## src/rtl/mem_pkg.sv

```systemverilog
// rtl/mem_pkg.sv - shared types and constants for the unified memory arbiter
package mem_pkg;

  typedef enum logic [1:0] {
    IDLE = 2'd0,
    BUSY = 2'd1,
    DONE = 2'd2
  } state_e;

  localparam int REQ_FETCH = 0;
  localparam int REQ_DATA  = 1;
  localparam int REQ_LOAD  = 2;

  localparam int DEF_AW = 16;
  localparam int DEF_DW = 16;

endpackage

```

## src/rtl/rr_pick.sv

```systemverilog
// rtl/rr_pick.sv - combinational round-robin winner, searching upward from last_i+1
module rr_pick #(
  parameter int NREQ = 3,
  parameter int IW   = 2
) (
  input  logic [NREQ-1:0] req_i,
  input  logic [IW-1:0]   last_i,
  output logic [IW-1:0]   win_o,
  output logic            valid_o
);

  always_comb begin
    logic [IW-1:0] cand;
    cand    = '0;
    win_o   = '0;
    valid_o = 1'b0;
    // k = NREQ wraps to last_i itself, so a lone re-requester still wins
    for (int k = 1; k <= NREQ; k++) begin
      cand = IW'((int'(last_i) + k) % NREQ);
      if (!valid_o && req_i[cand]) begin
        valid_o = 1'b1;
        win_o   = cand;
      end
    end
  end

endmodule

```

## src/rtl/mem_arbiter.sv

```systemverilog
// rtl/mem_arbiter.sv - round-robin arbiter sharing one handshaked memory port, with watchdog abort
module mem_arbiter
  import mem_pkg::*;
#(
  parameter int NREQ    = REQ_LOAD + 1,
  parameter int AW      = DEF_AW,
  parameter int DW      = DEF_DW,
  parameter int TIMEOUT = 15
) (
  input  logic             clk,
  input  logic             rst,
  input  logic [NREQ-1:0]    req,
  input  logic [NREQ-1:0]    we,
  input  logic [NREQ*AW-1:0] addr,
  input  logic [NREQ*DW-1:0] wdata,
  output logic [NREQ-1:0]  gnt,
  output logic [NREQ-1:0]  done,
  output logic [NREQ-1:0]  err,
  output logic [DW-1:0]    rdata,
  output logic             mem_req,
  output logic             mem_we,
  output logic [AW-1:0]    mem_addr,
  output logic [DW-1:0]    mem_wdata,
  input  logic             mem_ack,
  input  logic [DW-1:0]    mem_rdata
);

  localparam int IW = (NREQ > 1) ? $clog2(NREQ) : 1;

  logic [AW-1:0] addr_a  [NREQ];
  logic [DW-1:0] wdata_a [NREQ];

  for (genvar g = 0; g < NREQ; g++) begin : g_unpack
    assign addr_a[g]  = addr[g*AW +: AW];
    assign wdata_a[g] = wdata[g*DW +: DW];
  end

  state_e          state_q;
  logic [IW-1:0]   owner_q;
  logic [IW-1:0]   rr_last_q;
  logic [7:0]      wd_q;
  logic [7:0]      wd_d;
  logic [NREQ-1:0] gnt_q, done_q, err_q;
  logic [DW-1:0]   rdata_q;
  logic            mem_req_q, mem_we_q;
  logic [AW-1:0]   mem_addr_q;
  logic [DW-1:0]   mem_wdata_q;
  logic [IW-1:0]   pick_idx;
  logic            pick_valid;

  rr_pick #(.NREQ(NREQ), .IW(IW)) u_rr_pick (
    .req_i   (req),
    .last_i  (rr_last_q),
    .win_o   (pick_idx),
    .valid_o (pick_valid)
  );

  assign wd_d = wd_q + 8'd1;

  always_ff @(posedge clk) begin
    if (!rst) begin
      state_q     <= IDLE;
      owner_q     <= '0;
      rr_last_q   <= IW'(NREQ - 1);
      wd_q        <= '0;
      gnt_q       <= '0;
      done_q      <= '0;
      err_q       <= '0;
      rdata_q     <= '0;
      mem_req_q   <= 1'b0;
      mem_we_q    <= 1'b0;
      mem_addr_q  <= '0;
      mem_wdata_q <= '0;
    end else begin
      gnt_q  <= '0;
      done_q <= '0;
      err_q  <= '0;
      case (state_q)
        IDLE: begin
          if (pick_valid) begin
            owner_q           <= pick_idx;
            rr_last_q         <= pick_idx;
            mem_we_q          <= we[pick_idx];
            mem_addr_q        <= addr_a[pick_idx];
            mem_wdata_q       <= wdata_a[pick_idx];
            mem_req_q         <= 1'b1;
            gnt_q[pick_idx]   <= 1'b1;
            wd_q              <= '0;
            state_q           <= BUSY;
          end
        end
        BUSY: begin
          // ack is checked first so a same-cycle ack beats the watchdog
          if (mem_ack) begin
            if (!mem_we_q) begin
              rdata_q <= mem_rdata;
            end
            mem_req_q       <= 1'b0;
            done_q[owner_q] <= 1'b1;
            state_q         <= DONE;
          end else if (wd_d == 8'(TIMEOUT)) begin
            mem_req_q      <= 1'b0;
            err_q[owner_q] <= 1'b1;
            wd_q           <= wd_d;
            state_q        <= DONE;
          end else begin
            wd_q <= wd_d;
          end
        end
        DONE: begin
          wd_q    <= '0;
          state_q <= IDLE;
        end
        default: state_q <= IDLE;
      endcase
    end
  end

  assign gnt       = gnt_q;
  assign done      = done_q;
  assign err       = err_q;
  assign rdata     = rdata_q;
  assign mem_req   = mem_req_q;
  assign mem_we    = mem_we_q;
  assign mem_addr  = mem_addr_q;
  assign mem_wdata = mem_wdata_q;

endmodule

```

## config.mk

```make
export PLATFORM = sky130hd
export DESIGN_NAME = mem_arbiter
export DESIGN_NICKNAME = d
export VERILOG_FILES = /design/src/rtl/mem_pkg.sv /design/src/rtl/rr_pick.sv /design/src/rtl/mem_arbiter.sv
export SDC_FILE = /design/constraint.sdc
export NUM_CORES = 1
export LEC_CHECK = 0
export CAP_MARGIN = 10
export CORE_UTILIZATION = 35
export DETAILED_ROUTE_END_ITERATION = 7
export DONT_BUFFER_PORTS = 1
export PLACE_DENSITY = 0.62
export REMOVE_ABC_BUFFERS = 1
export SYNTH_ARGS = -nofsm -noshare
export SYNTH_HDL_FRONTEND = slang
export SYNTH_SLANG_ARGS = --single-unit
```

## constraint.sdc

```tcl
create_clock -name clk -period 1.9 [get_ports clk]
set_input_delay 0.285 -clock clk [delete_from_list [all_inputs] [get_ports clk]]
set_output_delay 0.285 -clock clk [all_outputs]
set_load 0.005 [all_outputs]
```

==> impl_results.md, run 1 <==
* Status: finished, violations left
* Violated checks: negative setup slack
* Largest cells by area after synthesis: dfxtp_1 41%, a221oi_1 7.7%, o21a_1 7.4%, o21ai_0 5.8%, a21oi_1 5.0%
* Seq/Total Area, Yosys at 0.408
* RSZ-0062 raised after global routing: yes
* Design area at 0.00460 mm2
* Final setup violation count at 1
* Pin count of the biggest net entering global routing at 67
* Num rows at 36
* Worst slew pin tran at 0.410 ns
* Critical path endpoint category: register
* Finished Core Util at 0.470
* Vias in the first global route at 3017
* Pleak at 1.63 nW
* Placed inst area at 0.00381 mm2
* Ys flop type: dfxtp_1
* Number of CTS-inserted buffers at 9
* # Max-Cap Violations at 0
* Synth warn at 0
* GRT Util Overall at 0.183
* Reg clk slew, reported paths at approximately 0.08 ns
* Area delta synth->final at 30.0%
* Worst EP arrival at 2.13 ns
* Multi-input gate area at 0.00216 mm2
* Die height at 102 um
* Die X at 102 um
* Clock sinks at slightly above 70
* Startpoint Class: register
* Clock Tree Buf Depth at 2
* Max_slew headroom at 0.727
* Critical Setup Path Class: register to register
* Core ar. at 0.00977 mm2
* Share of the synthesized area in the top cell type at 0.408
* Inserted Diodes at 0
* Slew Viols, Final at 0
* Synth Area in Adders at 0.0173
* DRC at 0
* Cells after synthesis at 398
* Post-synth EDFFs at 0
* Dominant cell by count in the synthesized netlist: dfxtp_1
* Yosys cell types at 52
* Mapped Area at 0.00353 mm2
* Area leader, netlist: dfxtp_1
* Drt wl/cell at 19.7 um
* PD cells at 1460 mW/mm2
* Storage cell area at 0.00145 mm2
* Avg Inst Size Synth at around 8.9 um2
* Maximum vdd drop at ~0.00084 V
* 1st-iter DRT viols at 152
* DR vias/cell at 5.79
* Setup slack after layout at -0.00242 ns
* FFs w/ async S/R, synth at 0
* First-pass iteration count of the detailed router at 4
* Synthesized flop and latch total at ~70
* Combinational family with the most area after synthesis: compound AO/OA/AOI/OAI gates
* Period Utilization, post-route at 1.00
* Via count at 3230
* Clk_lat worst skew at 0.34 ns
* Post-synthesis simple-gate area fraction at 0.131
* Congestion Overflow GR at 0
* Die area at 0.0105 mm2
* Tmin final at 1.90 ns
* Post-synthesis xor/xnor area fraction at 0.00743
* Fin. Hold Viols at 0
* Routed WL at ~11000 um
* Initial antenna violation count at 0
* Global-route wire length before repair at 14700 um
* Fraction of the mapped netlist area in compound gates at 0.368
* Io pins at 180
* Remaining antenna violation count at 0
* Initial Util at 0.362
* CTS tree: yes
* Fill cells at between 900 and 1000
* Final setup skew at about 0.013 ns
* Highest clock rate at 526 MHz
* # nets final at 546
* Routability congestion estimate from global placement at 0.811
* Most common library cells after synthesis: 72 x dfxtp_1, 42 x nand2_1, 41 x o21ai_0
* Worst hold path class: input port to register
* Crit path max fanout at 12
* PortBufs at 0
* Dpl hpwl at between 6000 and 7000 um
* CP Data Required Time at 2.13 ns
* Share of layout cells above drive strength 1 at 0.299
* Mux cell area share after synthesis at 0.00283
* Root buf cell: clkbuf_8
* Htree depth at 3
through the flow:
stage                     hold WS (ns)  setup TNS, ns  instances  total power, mW  worst slack (ns)
after floorplan                  0.374         -34.53        361             3.50            -0.861
after global placement           0.390          -3.46        527             4.29            -0.122
after detailed placement         0.394          -6.02        527             4.34            -0.180
after CTS                       0.0322        -0.0733        548             5.88           -0.0110
after global routing            0.0361         -0.596        558             7.12           -0.0419
final                           0.0511       -0.00242        558             6.73          -0.00242
flip-flops by register name, summed over array words and instances (netlist names), 2 cells and up:
name and count:
mem_addr 16, mem_wdata 16, rdata 16, wd_q 8
done 3, err 3, gnt 3, owner_q 2
state_q 2
routing by layer:
| metal | GRT usage | share of wire | vias to the layer above | wire length [um] |
|---|---|---|---|---|
| met3 | 0.0637 | 0.080 | 15 | 882 |
| met4 | 0.0681 | 0.021 | 0 | 228 |
| met2 | 0.323 | 0.52 | 157 | 5770 |
| met5 | 0 | 0 | - | 0 |
| li1 | - | - | 1532 | - |
| met1 | 0.202 | 0.37 | 1526 | 4120 |
repair_timing:
| action | CTS | global route |
|---|---|---|
| pin swaps | 6 | 57 |
| gates cloned | 2 | 7 |
| setup buffers | 4 | 3 |
| setup endpoints to repair | 48 | 48 |
| resized for setup | 20 | 53 |
| hold buffers | 0 | 0 |
layout make-up:
| class | instances | area share |
|---|---|---|
| clock buffers | 10 | 0.0299 |
| multi-input cells | 283 | 0.470 |
| well taps | 133 | 0.0362 |
| repair buffers | 49 | 0.136 |
| flip-flops and latches | 72 | 0.315 |
| clock inverters | 5 | 0.00735 |
| inverters | 6 | 0.00545 |
layout by cell type, fill, tap and decap left out, types with 3 or more instances in the layout:
cell       count
a221oi_2      29
nor2_1         9
buf_12         5
dfxtp_1       70
clkbuf_8      10
nand2_1       42
buf_6          7
a21oi_1       24
o31ai_1        4
nor4b_1        3
o21a_1        35
nand3_1        6
and3_1         5
o211ai_1       3
o21ai_0       41
buf_4         26
clkbuf_16      6
inv_1          4
a21oi_2       11
nand2b_1       3
buf_8          3
a21boi_0      17
final timing paths:
kind	startpoint	endpoint	slack, ns	cells after the start
worst max-delay path	rr_last_q[1]	mem_wdata[11]	-0.002	7
worst min-delay path	mem_ack	state_q[0]	0.05	1
worst max register to register	rr_last_q[1]	mem_wdata[11]	-0.002	7
worst min register to register	rdata[10]	rdata[10]	0.48	2
power by group:
part           total (mW)  switching (mW)  internal [mW]  leakage [nW]
combinational        3.40            1.63           1.77         0.956
sequential           2.24           0.334           1.91         0.591
clock                1.08           0.585          0.500        0.0841
cell families after synthesis:
family | after synthesis
xor gates and xnor gates | 3
and+or+nand+nor | 91
DFF | 72
AOI/OAI and AO/OA | 183
buffers and inverters | 43
muxes | 1
adders and majority gates | 5
critical path, cell delays in order, from the launching register on:
cell       delay [ns]
dfxtp_2          0.34
buf_6            0.11
ha_4             0.17
maj3_2           0.31
o221a_4          0.27
clkbuf_16        0.20
a221oi_2         0.31
a21oi_2          0.08
Power figures use the tool's default switching activity.
==> inputs of run 2 (changes only) <==
--- a/config.mk
+++ b/config.mk
@@ -11,6 +11,8 @@
 export DONT_BUFFER_PORTS = 1
 export PLACE_DENSITY = 0.62
 export REMOVE_ABC_BUFFERS = 1
+export SETUP_SLACK_MARGIN = 0.2
 export SYNTH_ARGS = -nofsm -noshare
 export SYNTH_HDL_FRONTEND = slang
 export SYNTH_SLANG_ARGS = --single-unit
+export TNS_END_PERCENT = 20
==> impl_results.md, run 2 (synthesized netlist as in run 1, its figures left out) <==
* Io pins at 180 (unchanged)
* Inserted Diodes at 0 (unchanged)
* Period Utilization, post-route at 0.978 (-0.0229)
* Area delta synth->final at 25.7%
* DRC at 0 (unchanged)
* Placement Setup Slack at -0.180 ns (unchanged)
* Worst slew pin tran at 0.421 ns (+0.0118 ns)
* CTS tree: yes
* First-pass iteration count of the detailed router at 6 (+2)
* Critical path endpoint category: register
* Worst EP arrival at 2.08 ns (-0.05 ns)
* Commonest non-fill, non-tap cells in the layout: 68 x dfxtp_1, 41 x nand2_1, 35 x a21oi_1, 35 x o21a_1, 31 x a221oi_2
* Routability congestion estimate from global placement at 0.811 (unchanged)
* Share of layout cells above drive strength 1 at 0.298 (-0.000747)
* Final setup skew at 0.0138 ns (+0.000454 ns)
* Pleak at 1.55 nW (-4.9%)
* Drt wl/cell at 18.6 um (-5.8%)
* Root buf cell: clkbuf_8
* Worst hold path class: input port to register
* Fin. Hold Viols at 0 (unchanged)
* Maximum vdd drop at 0.000693 V (-18%)
* Die area at 0.0105 mm2 (unchanged)
* Htree depth at 3 (unchanged)
* Vias in the first global route at 3057 (+1.3%)
* Initial Util at 0.362 (unchanged)
* RSZ-0062 raised after global routing: yes
* Final setup violation count at 0 (-1)
* Via count at 3146 (-2.6%)
* Routed WL at 10200 um (-7.3%)
* # nets final at 537 (-1.6%)
* Tmin final at 1.86 ns (-0.0436 ns)
* Congestion Overflow GR at 0 (unchanged)
* PD cells at 1390 mW/mm2 (-5.2%)
* Setup slack after layout at 0.0411 ns (+0.0436 ns)
* WHS at 0.0409 ns (-0.0101 ns)
* Dpl hpwl at 6730 um (unchanged)
* Setup tns final at 0 ns (+0.00242 ns)
* R2R cell count at 7 (unchanged)
* CP Data Required Time at 2.12 ns (about the same)
* Number of CTS-inserted buffers at 9 (unchanged)
* Reg clk slew, reported paths at 0.08 ns (about the same)
* Max_slew headroom at 0.719 (-0.00787)
* Hold_buf cts at 0 (unchanged)
* Initial antenna violation count at 0 (unchanged)
* Global-route wire length before repair at 14900 um (+1.3%)
* Critical Path Source: rr_last_q[1]
* Die height at 102 um (unchanged)
* # Max-Cap Violations at 0 (unchanged)
* Slew Viols, Final at 0 (unchanged)
* Status: complete, no violations
* PortBufs at 0 (unchanged)
* Remaining antenna violation count at 0 (unchanged)
* Num rows at 36 (unchanged)
* Clk_lat worst skew at 0.34 ns (about the same)
* Clock sinks at 72 (unchanged)
* Crit path max fanout at 12 (unchanged)
* Highest clock rate at 538 MHz (+2.3%)
* 1st-iter DRT viols at 97 (-36%)
* GRT Util Overall at 0.186 (+0.00329)
* FF-to-FF setup slack at 0.04 ns (+0.04 ns)
* Clock Tree Buf Depth at 2 (unchanged)
* Critical Setup Path Class: register to register
* Worst Setup EP: mem_addr[8]
* Most common cell after layout, fill and taps aside: dfxtp_1
* R2R Path End: mem_addr[8]
* Die X at 102 um (unchanged)
* R2R Path Start: rr_last_q[1]
* DR vias/cell at 5.73 (-1.0%)
* Startpoint Class: register
* Core ar. at 0.00977 mm2 (unchanged)
* Pin count of the biggest net entering global routing at 67 (unchanged)
## run 2: worst min path at each step
stage                        from      endpoint  slack (ns)  cells after the start
after floorplan               rst  rr_last_q[1]        0.37                      1
after global routing      mem_ack    state_q[0]        0.02                      1
after global placement    mem_ack    state_q[0]        0.39                      1
after detailed placement      rst  rr_last_q[1]        0.39                      1
after CTS                 mem_ack    state_q[0]        0.03                      1
final                     mem_ack    state_q[0]        0.04                      1
## run 2: cell type report
| cell class | count | area, um2 |
|---|---|---|
| well taps | 133 | 166 |
| inverters | 6 | 25.0 |
| clock inverters | 5 | 33.8 |
| multi-input cells | 283 | 2170 |
| clock buffers | 10 | 138 |
| flip-flops and latches | 72 | 1450 |
| repair buffers | 40 | 462 |
| fillers | 946 | 5330 |
## run 2: per-stage QoR
stage / utilization / instances / instance area (um2) / power, mW
3_3_place_gp: 0.390 / 527 / 3810 / 4.29
6_report: 0.454 / 549 / 4440 / 6.17
5_1_grt: 0.454 / 549 / 4440 / 6.59
2_1_floorplan: - / 361 / 3330 / 3.50
3_5_place_dp: 0.390 / 527 / 3810 / 4.34
4_1_cts: 0.444 / 548 / 4340 / 6.06
## run 2: layer usage
metal,share of wire,global-route usage
met1,0.39,0.203
met2,0.52,0.332
met3,0.077,0.0651
met4,0.019,0.0692
met5,0,0
## run 2: where the power goes
| part | switching (mW) | total, mW | internal [mW] |
|---|---|---|---|
| Sequential | 0.339 | 2.25 | 1.91 |
| Clock | 0.577 | 1.08 | 0.500 |
| Combinational | 1.41 | 2.84 | 1.43 |
## run 2: worst max-delay path, cell delays in order, from the launching register on
cell	delay [ns]
dfxtp_2	0.33
buf_6	0.11
ha_4	0.17
maj3_2	0.30
o221a_4	0.28
buf_16	0.18
a221oi_2	0.29
a21oi_1	0.10
## run 2: repair_timing
item,CTS,global route
gates cloned,2,1
hold endpoints to repair,0,0
endpoints found under the setup margin,53,54
gates resized for setup,67,24
pin swaps,41,32
setup buffers,4,0
